`src/rtl/calc_reg_arbiter.sv`:
```
// Arbiter for the shared calculator result register: 3 requesters, req/ack handshake, single CE/WE/Di port.
// Grant to ack is HOLD_CYC+1 cycles; losers wait with req held. Define ARB_ROUND_ROBIN_EN for round-robin, else fixed 0>1>2.
module calc_reg_arbiter #(
    parameter int DATA_W   = 32,
    parameter int HOLD_CYC = 1
) (
    input  logic              clk,
    input  logic              rst_n,
    input  logic [2:0]        req,
    input  logic [2:0]        we_req,
    input  logic [DATA_W-1:0] wdata0,
    input  logic [DATA_W-1:0] wdata1,
    input  logic [DATA_W-1:0] wdata2,
    output logic [2:0]        gnt,
    output logic [2:0]        ack,
    output logic [DATA_W-1:0] rdata,
    output logic              busy,
    output logic              reg_ce,
    output logic              reg_we,
    output logic [DATA_W-1:0] reg_di,
    input  logic [DATA_W-1:0] reg_do
);

    localparam int HOLD_EFF = (HOLD_CYC < 1) ? 1 : HOLD_CYC;
    localparam int CNT_W    = (HOLD_EFF > 1) ? $clog2(HOLD_EFF) : 1;
    localparam logic [CNT_W-1:0] CNT_LOAD = CNT_W'(HOLD_EFF - 1);

    typedef enum logic [1:0] {
        S_IDLE,
        S_ACCESS,
        S_RESP,
        S_RELEASE
    } state_t;

    state_t              r_state;
    logic [CNT_W-1:0]    r_cnt;
    logic [1:0]          r_win;
    logic                r_is_wr;
    logic [2:0]          r_gnt;
    logic [2:0]          r_ack;
    logic [DATA_W-1:0]   r_rdata;
    logic                r_busy;
    logic                r_ce;
    logic                r_we;
    logic [DATA_W-1:0]   r_di;

    logic [1:0]          w_win;
    logic [DATA_W-1:0]   w_wdata;

`ifdef ARB_ROUND_ROBIN_EN
    logic [1:0] r_last;

    // Scan last+3 down to last+1 so the earliest requester in the rotation wins.
    function automatic logic [1:0] rr_pick(input logic [2:0] r, input logic [1:0] last);
        logic [1:0] idx;
        rr_pick = 2'd0;
        for (int k = 3; k >= 1; k--) begin
            idx = 2'((int'(last) + k) % 3);
            if (r[idx]) rr_pick = idx;
        end
    endfunction

    always_comb begin
        w_win = rr_pick(req, r_last);
    end

    always_ff @(posedge clk) begin
        if (!rst_n) begin
            r_last <= 2'd2;
        end else if (r_state == S_IDLE && |req) begin
            r_last <= w_win;
        end
    end
`else
    always_comb begin
        if (req[0])      w_win = 2'd0;
        else if (req[1]) w_win = 2'd1;
        else             w_win = 2'd2;
    end
`endif

    always_comb begin
        case (w_win)
            2'd0:    w_wdata = wdata0;
            2'd1:    w_wdata = wdata1;
            default: w_wdata = wdata2;
        endcase
    end

    always_ff @(posedge clk) begin
        if (!rst_n) begin
            r_state <= S_IDLE;
            r_cnt   <= '0;
            r_win   <= 2'd0;
            r_is_wr <= 1'b0;
            r_gnt   <= 3'b000;
            r_ack   <= 3'b000;
            r_rdata <= '0;
            r_busy  <= 1'b0;
            r_ce    <= 1'b0;
            r_we    <= 1'b0;
            r_di    <= '0;
        end else begin
            case (r_state)
                S_IDLE: begin
                    if (|req) begin
                        r_win   <= w_win;
                        r_is_wr <= we_req[w_win];
                        r_gnt   <= 3'b001 << w_win;
                        r_ce    <= 1'b1;
                        r_we    <= we_req[w_win];
                        r_di    <= w_wdata;
                        r_cnt   <= CNT_LOAD;
                        r_busy  <= 1'b1;
                        r_state <= S_ACCESS;
                    end
                end
                S_ACCESS: begin
                    // CE/WE/Di stay frozen so the register's falling-edge write lands inside the window.
                    if (r_cnt == '0) begin
                        if (!r_is_wr) r_rdata <= reg_do;
                        r_ce    <= 1'b0;
                        r_we    <= 1'b0;
                        r_ack   <= r_gnt;
                        r_state <= S_RESP;
                    end else begin
                        r_cnt <= r_cnt - CNT_W'(1);
                    end
                end
                S_RESP: begin
                    r_ack   <= 3'b000;
                    r_gnt   <= 3'b000;
                    r_state <= S_RELEASE;
                end
                S_RELEASE: begin
                    // Wait for the winner to drop req so one assertion is served once.
                    if (!req[r_win]) begin
                        r_busy  <= 1'b0;
                        r_state <= S_IDLE;
                    end
                end
                default: r_state <= S_IDLE;
            endcase
        end
    end

    assign gnt    = r_gnt;
    assign ack    = r_ack;
    assign rdata  = r_rdata;
    assign busy   = r_busy;
    assign reg_ce = r_ce;
    assign reg_we = r_we;
    assign reg_di = r_di;

endmodule

```
`config.mk`:
```
export PLATFORM = sky130hd
export DESIGN_NAME = calc_reg_arbiter
export DESIGN_NICKNAME = d
export VERILOG_FILES = /design/src/rtl/calc_reg_arbiter.sv
export SDC_FILE = /design/constraint.sdc
export NUM_CORES = 1
export LEC_CHECK = 0
export BUFFER_PORTS_ARGS = -buffer_cell sky130_fd_sc_hd__buf_2
export CAP_MARGIN = 20
export CORE_MARGIN = 1.5
export CORE_UTILIZATION = 44
export DETAILED_ROUTE_END_ITERATION = 8
export PLACE_DENSITY = 0.85
export REMOVE_ABC_BUFFERS = 1
export SETUP_SLACK_MARGIN = 0.05
export SLEW_MARGIN = 20
export SYNTH_ARGS = -nofsm -noshare
export SYNTH_HDL_FRONTEND = slang
export SYNTH_SLANG_ARGS = --single-unit
```
`constraint.sdc`:
```
create_clock -name clk -period 2.4 [get_ports clk]
set_input_delay 0.36 -clock clk [delete_from_list [all_inputs] [get_ports clk]]
set_output_delay 0.36 -clock clk [all_outputs]
set_load 0.02 [all_outputs]
```
# ---- Word level (Yosys, flattened, before mapping)
# Cells that the tools add are included.
dict set report word_totals {
  regBits 79
  input_bits 136
  output_inout_bits 73
  wordCells 64
}
dict set report op_classes {
  add_sub_neg 1
  magnitude_cmp 2
  eq_ne 7
  shift 1
  muxes 25
  bitwise_logic 2
  reduce_logical 15
}
# op n
set ops {}
lappend ops {{$pmux W32 S2} 1}
lappend ops {{$pmux W3 S2} 2}
lappend ops {{$reduce_and A3 Y1} 4}
lappend ops {{$mux W2} 5}
lappend ops {{$mux W1} 8}
lappend ops {{$pmux W1 S2} 4}
lappend ops {{$pmux W2 S4} 1}
lappend ops {{$reduce_and A2 Y1} 4}
lappend ops {{$reduce_bool A2 Y1} 4}
lappend ops {{$lt A2 B3 Y1 const B} 2}
lappend ops {{$mux W3} 2}
lappend ops {{$ne A2 B2 Y1 const B} 3}
lappend ops {{$bmux W1 S2} 2}
lappend ops {{$eq A2 B1 Y1 const B} 2}
lappend ops {{$eq A2 B2 Y1 const B} 2}
lappend ops {{$logic_not A2 Y1} 2}
lappend ops {{$reduce_or A3 Y1} 1}
lappend ops {{$shl A1 B2 Y3 const A} 1}
lappend ops {{$not A1 Y1} 2}
lappend ops {{$sub A1 B1 Y1 const B} 1}

# ---- Longest topological paths before layout
# Gate-level depths: netlist of run 1.
dict set report logic_depth {
  depth_word 6
  depth_mapped 8
  mapped_depth_nobuf 6
}

# ---- Worst setup path before layout of run 1
# OpenSTA, ideal clock, no wires.
dict set report synth_path {
  kind {register to register}
  start {register r_state[0]}
  end {register r_state[0]}
  setup_time_ns 0.122
  arrival_time_ns 1.654
  required_ns 2.278
  setup_slack_ns 0.624
  path_stages_with_launch 8
  n_path_buf 1
  path_cell_list {dfxtp_1 -> inv_1 -> ha_1 -> buf_2 -> or4b_1 -> o311ai_0 -> nand2_1 -> o311a_1}
}
dict set report synth_via {
  elab_chain_cells 3
  elab_cells_between_ends 9
  classes_between {eq/ne (6); mux (1); reduce/logical (2)}
}
# item line
set synth_rtl {}
lappend synth_rtl {{start: declaration} 35} ;# state_t r_state;
lappend synth_rtl {{start signal: assignment} 92} ;# r_state <= S_IDLE;
lappend synth_rtl {{start signal: assignment} 115} ;# r_state <= S_ACCESS;
lappend synth_rtl {{start signal: assignment} 125} ;# r_state <= S_RESP;
lappend synth_rtl {{$eq A2 B2 Y1, or another cell as far along} 104} ;# case (r_state)
lappend synth_rtl {{$ne A2 B2 Y1 (no source line)} --}
lappend synth_rtl {{$reduce_and A3 Y1 (no source line)} --}
# Parallel ways exist; a longest one is shown, timed or not.
# A chain may end at the register's enable or synchronous reset.

# ---- Worst setup path after layout of run 1
dict set report layout_path {
  start {register r_state[0]}
  end {register r_gnt[1], in the netlist gnt[1]}
}
dict set report layout_via {
  elab_chain_cells 3
  elab_cells_between_ends 6
  classes_between {eq/ne (2); mux (1); reduce/logical (3)}
}
# item line
set layout_rtl {}
lappend layout_rtl {{$eq A2 B2 Y1 or $logic_not A2 Y1 (tied branches)} 104}
lappend layout_rtl {{$reduce_bool A2 Y1 (no source line) or $ne A2 B2 Y1 (tied branches)} --}
lappend layout_rtl {{$reduce_and A2 Y1 (no source line)} --}
lappend layout_rtl {{end signal: assignment} 109} ;# r_gnt <= 3'b001 << w_win;
lappend layout_rtl {{end: declaration} 39} ;# logic [2:0] r_gnt;
# Parallel ways exist; a longest one is shown, timed or not.

==> results of run 1 <==
how the worst min path moves through the flow:
| stage | cells after the start | endpoint | start | slack [ps] |
|---|---|---|---|---|
| after floorplan | 1 | r_is_wr | r_is_wr | 440 |
| after global placement | 1 | reg_di[30] | reg_di[30] | 440 |
| after detailed placement | 1 | reg_di[18] | reg_di[18] | 440 |
| after CTS | 3 | rdata[0] | reg_do[0] | 230 |
| after global routing | 3 | rdata[21] | reg_do[21] | 230 |
| final | 3 | rdata[9] | reg_do[9] | 260 |
registers in the layout, indices dropped and copies added, names as in the netlist:
name	flops
reg_we	1
reg_di	32
r_state	2
r_win	2
ack	3
gnt	3
rdata	32
busy	1
reg_ce	1
r_is_wr	1
power breakdown:
group / internal (W) / switching (W) / leakage (nW) / total [W]
clock: 0.000502 / 0.000524 / 0.103 / 0.00103
sequential: 0.00162 / 0.000190 / 0.640 / 0.00181
combinational: 0.000664 / 0.00118 / 1.59 / 0.00184
stage by stage:
step,power (W),cell area [sq um],util,hold WS [ps]
6_report,0.00468,4850,0.618,256
5_1_grt,0.00499,4850,0.618,234
4_1_cts,0.00472,4850,0.618,232
3_5_place_dp,0.00369,4650,0.592,443
3_3_place_gp,0.00364,4650,0.592,439
2_1_floorplan,0.00296,3420,-,440
layout by cell type (no fill, tap or decap), types with 5 or more instances in the layout:
master	synthesis	routed
a21boi_0	42	42
a21oi_1	28	28
a22oi_1	7	7
buf_2	6	208
buf_4	2	7
clkbuf_8	0	9
dfxtp_1	78	78
ha_1	5	5
inv_1	6	6
mux2i_1	27	27
nand2_1	82	82
nand3_1	10	10
nor2_1	28	28
nor2b_1	6	5
o21ai_0	9	9
o2bb2ai_1	26	26
synth_stat cells, types with 2 or more instances:
library cell,count
o2bb2ai_1,26
dfxtp_1,78
buf_6,2
nor2_1,28
buf_4,2
and2_1,4
nand3_1,10
a21oi_1,28
a22oi_1,7
buf_2,6
inv_1,6
buf_12,3
ha_1,5
o21ai_0,9
nand4b_1,2
clkbuf_1,22
mux2i_1,27
nand2_1,82
o22ai_1,3
a21boi_0,42
nor2b_1,6
a22o_1,4
metal layers:
layer | track usage | wire length, um
met4 | 0.0846 | 117
met5 | 0 | 0
met3 | 0.0728 | 922
met1 | 0.251 | 4040
met2 | 0.408 | 4880
worst reg2reg max path: cells and delay by family, from the launching register on:
family	cells	cell delay, ps
buffers and inverters	2	370
flip-flops	1	340
AND/OR/NAND/NOR	3	780
adder cells (fa/ha/maj)	1	240
AO/OA/AOI/OAI	1	170
cells by family (layout without fill, tap and decap cells):
family | Yosys count | in the layout | share of synthesized area
mux | 27 | 27 | 0.0743
simple gates | 139 | 139 | 0.168
compound gates | 126 | 126 | 0.246
fa+ha+maj | 5 | 5 | 0.0172
flops | 78 | 78 | 0.429
buf+inv | 42 | 237 | 0.0650
final cells by class:
class | instances | area (sq um)
flip-flops and latches | 78 | 1560
clock buffers | 9 | 124
well taps | 102 | 128
repair buffers | 215 | 1090
inverters | 6 | 22.5
fillers | 665 | 2990
clock inverters | 7 | 83.8
multi-input cells | 297 | 1840
==> results.toml, run 1 <==
[clock_tree]
cts_hold_buf = 0
cts_made_buffers = 9
post-cts-setup-buffers = 0
clk_pin_slew_ps = 90
cts_root_buffer = "clkbuf_8"
clock_path_buffers = 2
clock_latency_ps = 350
cts_tree = "done"
cts_num_sinks = 78
postCtsResizedCells = 0
htree_levels = 3

[sta]
setup_viol = 0
period_minus_slack_ps = 1940
slew_headroom = 0.558
tightestPinTransition_ps = 655
rsz0062_at_grt = "no"
clock_skew_ps = 10.3
slew_violations = 0
hold_violations = 0
fin_crit_sh = 0.808
fmax_mhz = 516
fin_ws_ps = 461
fin_tns_setup_ps = 0

[worst_setup_path]
rr_endpoint = "gnt[1]"
reg2reg_depth = 7
cp_num_buf_inv = 2
cpPeakStageDelay_ps = 490
cp_data_required_time_ps = 2690
r2r_start = "r_state[0]"
cp-endpoint = "gnt[1]"
path_depth = 7
cp_max_fo = 15
reg2reg_slack_ps = 460
path_class = "flip-flop to flip-flop"
cp.arrival_ps = 2230
path_cells = "inv_1 -> ha_1 -> buf_4 -> nor2b_1 -> nand2_1 -> o2bb2ai_1 -> and2_1"
cp-startpoint = "r_state[0]"
slowest_stage = "nor2b_1"
cp-start-kind = "flip-flop"
cp_top_family = "simple AND/OR/NAND/NOR gates"
end_kind = "flip-flop"

[place]
dp.cells = 698
place.gp.congestion = 0.832
dp_hpwl_um = 7650
pre_cts_ws_ps = 498
io_buffers = 208

[logic_synthesis]
synth_area_leader_cell = "dfxtp_1"
synth_flop_cell = "dfxtp_1"
synth_edf_count = 0
synth_area_leaders = "dfxtp_1 (43%), a21boi_0 (8.7%), nand2_1 (8.5%), mux2i_1 (7.4%), o2bb2ai_1 (6.3%)"
synth_top_area_frac = 0.429
synth_area_sq_mm = 0.00364
synth_cells = 417
yosysSeqAreaShare = 0.429
synth_warnings = 0
postSynth.asyncResetShare = 0
synth_cell_types = 37
ys_seq_elements = 78
avgSynthCellArea_sq_um = 8.72

[job]
max_cap_viol_count = 0

[detailed_routing]
drt_wl_total_um = 9960
wl_per_cell_um = 14.0
ant_nets = 0
via_per_inst = 5.04
drt-initial-drc-count = 124
num_vias = 3600
drc = 0
first_pass_iters = 7

[global_routing]
grt_pass1_vias = 3435
grt_max_degree = 51
antenna_found_initial = 0
grt.overflow.total = 0
grt_pass1_wl_um = 15700
grt_usage = 0.228

[die]
num_io_pins = 209
core_area_sq_mm = 0.00785
die_x_um = 93.9
rows = 32
start_util = 0.463
die_h_um = 93.9
dieArea_sq_mm = 0.00882

[finish]
syn2layout_area_growth_pct = 33.5
nets = 748
n_antenna_cell = 0
drive_above_1_share = 0.384
post_layout_nonfiller_instances = 714

[power]
power_density_mw_per_mm2 = 965
p_leak_nw = 2.33
ir_drop_v = 0.000503

[run_status]
status = "completed"

[worst_hold_path]
hp-class = "input port to flip-flop"
Power figures use the tool's default switching activity.
==> inputs of run 2 (changes only) <==
--- a/config.mk
+++ b/config.mk
@@ -5,10 +5,11 @@
 export SDC_FILE = /design/constraint.sdc
 export NUM_CORES = 1
 export LEC_CHECK = 0
+export ABC_AREA = 1
 export BUFFER_PORTS_ARGS = -buffer_cell sky130_fd_sc_hd__buf_2
 export CAP_MARGIN = 20
 export CORE_MARGIN = 1.5
-export CORE_UTILIZATION = 44
+export CORE_UTILIZATION = 43
 export DETAILED_ROUTE_END_ITERATION = 8
 export PLACE_DENSITY = 0.85
 export REMOVE_ABC_BUFFERS = 1
==> constraint.sdc (replaced) <==
create_clock -name clk -period 1.95 [get_ports clk]
set_input_delay 0.2925 -clock clk [delete_from_list [all_inputs] [get_ports clk]]
set_output_delay 0.2925 -clock clk [all_outputs]
set_load 0.02 [all_outputs]
==> run 2 against run 1 <==
Against the previous run: global-route usage rose by 3.0 points; clock power up 27%; area after synthesis fell by 5.2%; largest power group unchanged.
==> results.toml, run 2 <==
[die]
num_io_pins = 209
core_area_sq_mm = 0.00773
dieArea_sq_mm = 0.00856
die_h_um = 92.5
rows = 32
die_x_um = 92.5
start_util = 0.446

[global_routing]
grt_usage = 0.258
grt_max_degree = 47
grt_pass1_vias = 3953
antenna_found_initial = 0
grt_pass1_wl_um = 17600
grt.overflow.total = 0

[job]
max_cap_viol_count = 0

[detailed_routing]
num_vias = 4145
drt-initial-drc-count = 154
ant_nets = 0
first_pass_iters = 5
drt_wl_total_um = 11100
drc = 0
via_per_inst = 5.04
wl_per_cell_um = 13.5

[sta]
period_minus_slack_ps = 1730
fin_ws_ps = 225
slew_violations = 0
fmax_mhz = 580
clock_skew_ps = 6.75
holdWs_ps = 164
hold_violations = 0
rsz0062_at_grt = "no"
fin_crit_sh = 0.885
setup_viol = 0
tightestPinTransition_ps = 460
slew_headroom = 0.693

[logic_synthesis]
synth_area_leader_cell = "dfxtp_1"
synth_flop_cell = "dfxtp_1"
synth_top_area_frac = 0.453
synth_area_sq_mm = 0.00345
synthMostInstantiatedCell = "nand2_1"
synth_edf_count = 0
yosysSeqAreaShare = 0.453
synth_area_leaders = "dfxtp_1 (45%), nand2_1 (14%), nor2_1 (13%), o21ai_0 (8.6%), nand3_1 (6.5%)"
avgSynthCellArea_sq_um = 6.69
ys_seq_elements = 78
postSynth.asyncResetShare = 0
synth_warnings = 0
synth_cell_types = 20
synth_common_cells = "nand2_1 (129), nor2_1 (123), dfxtp_1 (78)"
synth_cells = 515

[worst_setup_path]
cp.arrival_ps = 2010
path_class = "flip-flop to flip-flop"
cp-start-kind = "flip-flop"
cp_data_required_time_ps = 2230
end_kind = "flip-flop"
cp_max_fo = 32

[clock_tree]
clk_pin_slew_ps = 80
clock_latency_ps = 340
cts_num_sinks = 78
htree_levels = 3
clock_path_buffers = 2
cts_root_buffer = "clkbuf_8"
cts_hold_buf = 0
cts_made_buffers = 9
cts_tree = "done"

[power]
ir_drop_v = 0.000847
power_density_mw_per_mm2 = 1460
total_power_w = 0.00703
p_leak_nw = 2.55

[place]
dp_hpwl_um = 8160
io_buffers = 208
place.gp.congestion = 0.838
pre_cts_ws_ps = 103

[finish]
nets = 856
drive_above_1_share = 0.335
n_antenna_cell = 0
layout_common_cells = "buf_2 (208), nand2_1 (129), nor2_1 (122)"
syn2layout_area_growth_pct = 40.0
mostFrequentLayoutCell = "buf_2"
fillers = 690

[run_status]
status = "completed"

[worst_hold_path]
hp-class = "input port to flip-flop"
==> run 2: cell types whose count changed after synthesis, sizes merged, moves of 27 or more <==
cell | before | now
nor2 | 28 | 125
nand2 | 83 | 130
nand3 | 10 | 45
mux2i | 27 | 0
o21ai | 9 | 62
a21boi | 42 | 0
==> run 2: logic make-up (layout without fill, tap and decap cells) <==
family | count (synthesis) | count (layout) | share of synthesized area
adder cells (fa/ha/maj) | 5 | 5 | 0.0182
flip-flops | 78 | 78 | 0.453
AO/OA/AOI/OAI | 84 | 84 | 0.122
buffers and inverters | 46 | 251 | 0.0566
AND/OR/NAND/NOR | 302 | 302 | 0.350
==> run 2: final cells by class <==
cell class / count / area [sq um] / share of cell area
Tap cell: 102 / 128 / 0.0265
Clock buffer: 10 / 128 / 0.0265
Timing Repair Buffer: 219 / 1160 / 0.241
Clock inverter: 6 / 86.3 / 0.0179
Multi-Input combinational cell: 391 / 1690 / 0.351
Sequential cell: 78 / 1560 / 0.324
Inverter: 15 / 60.1 / 0.0125
Timing Repair inverter: 1 / 7.51 / 0.00156
==> run 2: critical path, stage by stage (launching register included) <==
cell and delay (ps):
dfxtp_1 350, inv_1 120, ha_1 210, inv_1 80, nor2_2 300, buf_4 350, o21ai_0 130, nor2_1 110
==> run 2: per-stage QoR <==
step / area (sq um) / std cells / setup TNS [ps] / utilization
2_1_floorplan: 3310 / 484 / -13710 / -
3_3_place_gp: 4570 / 802 / 0 / 0.592
3_5_place_dp: 4570 / 802 / 0 / 0.592
4_1_cts: 4790 / 818 / 0 / 0.619
5_1_grt: 4820 / 822 / 0 / 0.624
6_report: 4820 / 822 / 0 / 0.624
==> run 2: where the power goes <==
group | switching, W | leakage, nW | internal (W)
Combinational | 0.00218 | 1.80 | 0.00108
Sequential | 0.000290 | 0.644 | 0.00217
Clock | 0.000586 | 0.106 | 0.000719
Total | 0.00305 | 2.55 | 0.00397
==> run 2: repair_timing <==
item,in CTS,in global routing
gates resized for setup,0,3
setup buffers,0,3
endpoints found under the setup margin,0,32
==> run 2: worst paths after layout <==
path,to,cells after the start,slack (ps),start
max,rdata[31],7,220,r_state[1]
min,rdata[22],3,160,reg_do[22]
min reg2reg,busy,2,470,busy
max reg2reg,rdata[31],7,220,r_state[1]
==> run 2: per-layer routing <==
metal,GRT usage,vias to the layer above,share of wire
met5,0,-,0
met4,0.124,0,0.037
met3,0.0517,39,0.074
met2,0.471,214,0.50
met1,0.283,1849,0.39
li1,-,2043,-
